--- config.mk ---
export PLATFORM = sky130hd
export DESIGN_NAME = rf_wb_arbiter
export DESIGN_NICKNAME = d
export VERILOG_FILES = /design/src/rtl/rf_pkg.sv /design/src/rtl/rr_arbiter.sv /design/src/rtl/rf_wb_arbiter.sv
export SDC_FILE = /design/constraint.sdc
export NUM_CORES = 1
export LEC_CHECK = 0
export BUFFER_PORTS_ARGS = -buffer_cell sky130_fd_sc_hd__buf_2
export CORE_AREA = 2 2 88 69
export DETAILED_ROUTE_END_ITERATION = 8
export DIE_AREA = 0 0 90 71
export PLACE_DENSITY_LB_ADDON = 0.25
export REMOVE_ABC_BUFFERS = 1
export SLEW_MARGIN = 20
export SYNTH_ARGS = -nofsm -noshare
export SYNTH_HDL_FRONTEND = slang
export SYNTH_SLANG_ARGS = --single-unit
--- constraint.sdc ---
create_clock -name clk -period 1.5 [get_ports clk]
set_input_delay 0.15 -clock clk [delete_from_list [all_inputs] [get_ports clk]]
set_output_delay 0.15 -clock clk [all_outputs]
set_load 0.01 [all_outputs]
--- src/rtl/rf_pkg.sv ---
// Shared register-file types and constants for the write-back path.
package rf_pkg;
    localparam int unsigned XLEN     = 32;
    localparam int unsigned REG_AW   = 5;
    localparam int unsigned NUM_REGS = 32;

    typedef logic [REG_AW-1:0] reg_idx_t;
    typedef logic [XLEN-1:0]   xdata_t;

    localparam reg_idx_t REG_ZERO = '0;
endpackage

--- src/rtl/rr_arbiter.sv ---
// Round-robin arbiter: one-hot combinational grant, pointer advances past the winner.
module rr_arbiter #(
    parameter int unsigned NUM_REQ = 2
) (
    input  logic               clk,
    input  logic               rst,
    input  logic [NUM_REQ-1:0] req,
    output logic [NUM_REQ-1:0] gnt
);
    localparam int unsigned PTR_W = (NUM_REQ > 1) ? $clog2(NUM_REQ) : 1;

    logic [PTR_W-1:0] rr_ptr;
    logic [PTR_W-1:0] nxt_ptr;
    logic             found;
    int               idx;

    // Scan from rr_ptr upward with wrap; first valid source wins.
    always_comb begin
        gnt     = '0;
        nxt_ptr = rr_ptr;
        found   = 1'b0;
        idx     = 0;
        for (int k = 0; k < int'(NUM_REQ); k++) begin
            idx = int'(rr_ptr) + k;
            if (idx >= int'(NUM_REQ)) begin
                idx = idx - int'(NUM_REQ);
            end
            if (!found && req[idx]) begin
                found    = 1'b1;
                gnt[idx] = 1'b1;
                nxt_ptr  = (idx == int'(NUM_REQ) - 1) ? '0 : PTR_W'(idx + 1);
            end
        end
    end

    always_ff @(posedge clk or posedge rst) begin
        if (rst) begin
            rr_ptr <= '0;
        end else begin
            rr_ptr <= nxt_ptr;
        end
    end
endmodule

--- src/rtl/rf_wb_arbiter.sv ---
// Register-file write-port arbiter: round-robin grant, one-entry write stage,
// and same-cycle forwarding hits against the pending write.
module rf_wb_arbiter
    import rf_pkg::*;
#(
    parameter int unsigned NUM_REQ = 2,
    parameter int unsigned XLEN    = rf_pkg::XLEN,
    parameter int unsigned REG_AW  = rf_pkg::REG_AW
) (
    input  logic                           clk,
    input  logic                           rst,
    input  logic [NUM_REQ-1:0]             req_valid,
    input  logic [NUM_REQ-1:0][REG_AW-1:0] req_rd,
    input  logic [NUM_REQ-1:0][XLEN-1:0]   req_data,
    output logic [NUM_REQ-1:0]             req_ready,
    output logic                           rf_we,
    output logic [REG_AW-1:0]              rf_rd,
    output logic [XLEN-1:0]                rf_data,
    input  logic [REG_AW-1:0]              rs1,
    input  logic [REG_AW-1:0]              rs2,
    output logic                           fwd1_hit,
    output logic                           fwd2_hit,
    output logic [XLEN-1:0]                fwd_data
);
    logic [NUM_REQ-1:0] gnt;
    logic               any_gnt;
    logic [REG_AW-1:0]  sel_rd;
    logic [XLEN-1:0]    sel_data;

    logic               stg_valid;
    logic [REG_AW-1:0]  stg_rd;
    logic [XLEN-1:0]    stg_data;

    rr_arbiter #(.NUM_REQ(NUM_REQ)) u_rr (
        .clk (clk),
        .rst (rst),
        .req (req_valid),
        .gnt (gnt)
    );

    assign req_ready = gnt;
    assign any_gnt   = |gnt;

    // One-hot select of the granted source's payload.
    always_comb begin
        sel_rd   = '0;
        sel_data = '0;
        for (int i = 0; i < int'(NUM_REQ); i++) begin
            if (gnt[i]) begin
                sel_rd   = req_rd[i];
                sel_data = req_data[i];
            end
        end
    end

    // x0 writes still consume the grant but never raise the write enable.
    always_ff @(posedge clk or posedge rst) begin
        if (rst) begin
            stg_valid <= 1'b0;
            stg_rd    <= '0;
            stg_data  <= '0;
        end else begin
            stg_valid <= any_gnt && (sel_rd != '0);
            if (any_gnt) begin
                stg_rd   <= sel_rd;
                stg_data <= sel_data;
            end
        end
    end

    assign rf_we    = stg_valid;
    assign rf_rd    = stg_rd;
    assign rf_data  = stg_data;
    assign fwd_data = stg_data;
    assign fwd1_hit = stg_valid && (stg_rd == rs1) && (rs1 != '0);
    assign fwd2_hit = stg_valid && (stg_rd == rs2) && (rs2 != '0);
endmodule

==> metrics.md <==
| Metric | Value |
|---|---|
| Vias in the first global route | `between 1500 and 2000` |
| Htree depth | `2` |
| CP Class | `reg2out` |
| Initial core utilization | `39.7%` |
| Post-synth top area cell | `dfrtp_1` |
| Cell Pwr Density | `slightly above 1000 nW/µm²` |
| Simple-Gate Fraction of Synth Area | `between 10% and 20%` |
| Maximum vdd drop | `between 0.0004 and 0.0005 V` |
| Clk Latency, worst-skew pair | `about 0.28 ns` |
| Syn_area_per_cell | `around 11 µm²` |
| Sequential fraction of the synthesis area | `about 44%` |
| Mux cell area share after synthesis | `0%` |
| Fin Clk Skew | `0.0111 ns` |
| Non-Filler Instances | `410` |
| Hold Path Class | `in2reg` |
| Die area | `between 6000 and 7000 µm²` |
| Global Route Usage Sum | `18.2%` |
| Total CTS buffers | `5` |
| Port Buffers | `161` |
| Count of cell types in the netlist | `21` |
| Congestion Overflow GR | `0` |
| Top cells by area, synth | `dfrtp_1 44%, o221a_2 15%, buf_4 12%, or3_1 11%, buf_6 4.6%` |
| Worst-path clk slew | `0.09 ns` |
| Antenna Cells | `0` |
| Post-route ant nets | `0` |
| Initial antenna violation count | `0` |
| RR Startpoint | `u_rr.rr_ptr` |
| Status | `finished, violations left` |
| Cells after Synth | `slightly below 200` |
| Final nets | `about 420` |
| FF/Latch Area | `between 900 and 1000 µm²` |
| Largest family of logic cells by synthesized area | `compound AO/OA/AOI/OAI gates` |
| Final Hold Viols | `0` |
| Tightest Pin Transition | `roughly 0.50 ns` |
| Area of the multi-input gates | `approximately 860 µm²` |
| Synth warnings | `0` |
| CTS max path bufs | `2` |
| Critical path required time | `1.35 ns` |
| Fin. max-slew vios | `0` |
| Startpoint class of the critical path | `flop` |
| Post-DP HPWL | `4490 µm` |
| Max cap viols | `0` |
| Cells after DPL | `~400` |
| Synth top area share | `roughly 44%` |
| Core Region | `approximately 5600 µm²` |
| Pleak | `1.46 nW` |
| Setup crit end kind | `output pin` |
| Final TNS setup | `-0.169 ns` |
| Vias | `between 2000 and 2500` |
| DRC viols | `0` |
| Max FO, Critical Path | `4` |
| Root buffer selected by CTS | `clkbuf_8` |
| Largest net degree at the start of global routing | `40` |
| Row count | `24` |
| Post-route setup slack | `-0.0948 ns` |
| Reg2reg setup slack | `0.21 ns` |
| Die height | `between 70 and 80 µm` |
| Die width | `90 µm` |
| Compound-gate portion of the synthesized area | `approximately a fifth` |
| Area growth, synth to finish | `38.4%` |
| # IOs | `roughly 160` |
| Failing checks | `setup timing` |
| Fmax achieved | `roughly 630 MHz` |
| Setup violators final | `2` |
| Crit path arrival time | `around 1.4 ns` |
| Launch point of the critical path | `rf_rd[2]` |
| Worst hold start | `req_data[39]` |
| Crit path time final | `between 1.5 and 2 ns` |
| Seq cells post-synth | `39` |
| First-pass GRT wire length | `9330 µm` |
| Tot Pwr | `3.16 mW` |
| WL final | `between 6000 and 7000 µm` |
| First-pass detailed-route iteration total | `4` |
| Post-Synth XOR/XNOR Area | `under 10%` |
| DR WL/cell | `roughly 15 µm` |
| Layout cells sized above 1 | `between 60% and 70%` |
| Initial DRC Count | `slightly above 70` |
| RD Place Congestion | `roughly 0.76` |
| TritonCTS clock tree | `yes` |
| Post-synthesis adder-cell area fraction | `0%` |
| Post-Syn Area | `around 2200 µm²` |
| Final worst-path cycle share | `106%` |
| RSZ-0062 raised after global routing | `yes` |
| CTS Sinks | `39` |
| Layout fillers | `520` |
| Via-per-instance ratio | `roughly 5.0` |
| Slew margin rel. | `between 60% and 70%` |
## placed cells by master, fill, tap and decap left out
cell type and count:
buf_2 161, nor4_2 1, nor2_1 2, nand2_1 5
o221a_2 29, or3_1 39, nand2b_1 1, dfrtp_2 3
nand2_2 2, bufinv_16 1, inv_6 1, or4_1 2
inv_2 2, o221a_1 8, xnor2_1 6, o21ai_0 1
nand3_1 2, o22ai_1 1, buf_12 3, clkbuf_16 1
inv_1 2, dfrtp_1 36, dlygate4sd3_1 1, buf_4 12
xnor2_2 2, clkbuf_8 6, a211oi_2 2
## power breakdown
group	total (mW)	internal [mW]	switching (mW)
sequential	1.29	1.18	0.104
clock	0.932	0.548	0.384
combinational	0.938	0.493	0.445
## timing repair
action / in CTS / in global routing
hold endpoints to repair: 33 / 0
buffers inserted: 4 / 2
pin swaps: 1 / 1
resized for setup: 6 / 2
setup endpoints to repair: 2 / 3
gates cloned: 0 / 1
hold buffers: 1 / 0
## final timing paths
kind | cells past startpoint | end
worst max-delay path | 4 | fwd1_hit
worst min-delay path | 2 | fwd_data[7]
worst max register to register | 5 | fwd_data[19]
worst min register to register | 2 | u_rr.rr_ptr
max in group asynchronous | 4 | rf_rd[0]
min in group asynchronous | 4 | fwd_data[13]
## flip-flops by register name, summed over array words and instances (netlist names)
| signal | count |
|---|---|
| rf_rd | 5 |
| u_rr.rr_ptr | 1 |
| rf_we | 1 |
| fwd_data | 32 |
## metal layers
layer / vias up / GRT usage, % / routed length (µm)
met5: - / 0 / 0
met4: 0 / 5.13 / 49
met3: 4 / 5.11 / 456
met2: 93 / 29.2 / 3050
met1: 972 / 24.5 / 2760
li1: 974 / - / -
## cells by family (layout without fill, tap and decap cells)
kind of cell | count (synthesis) | after routing
and+or+nand+nor | 54 | 54
buffers and inverters | 52 | 190
AOI/OAI and AO/OA | 41 | 41
DFF | 39 | 39
xor gates and xnor gates | 8 | 8
## layout make-up
cell class | instances | area share (%)
Sequential cell | 39 | 31.9
Inverter | 4 | 0.489
Clock buffer | 6 | 2.69
Clock inverter | 2 | 1.26
Timing Repair Buffer | 178 | 32.3
Multi-Input combinational cell | 103 | 28.2
Tap cell | 78 | 3.18
## synthesized netlist by cell type (all sizes together)
library cell,count
nand2b,1
nor2,2
o22ai,1
nor4,1
inv,4
dfrtp,39
nand2,7
buf,48
o21ai,1
nand3,2
xnor2,8
or3,39
o221a,37
a211oi,2
or4,2
## critical path, cell delays in order, from the launching register on
cell and delay (ns):
dfrtp_2 0.42, nor4_2 0.07, or3_1 0.33, a211oi_2 0.19
buf_2 0.16
## metrics by stage
stage	hold WS [ns]	instance area (µm²)	setup WS [ns]	util (%)
final	0.124	3070	-0.0948	55.0
after global routing	0.111	3070	-0.177	55.0
after CTS	0.114	3020	-0.0813	54.0
after detailed placement	0.304	2830	0.138	50.7
after global placement	0.305	2830	0.201	50.7
after floorplan	0.246	1820	0.178	-
(Power assumes the default switching activity.)
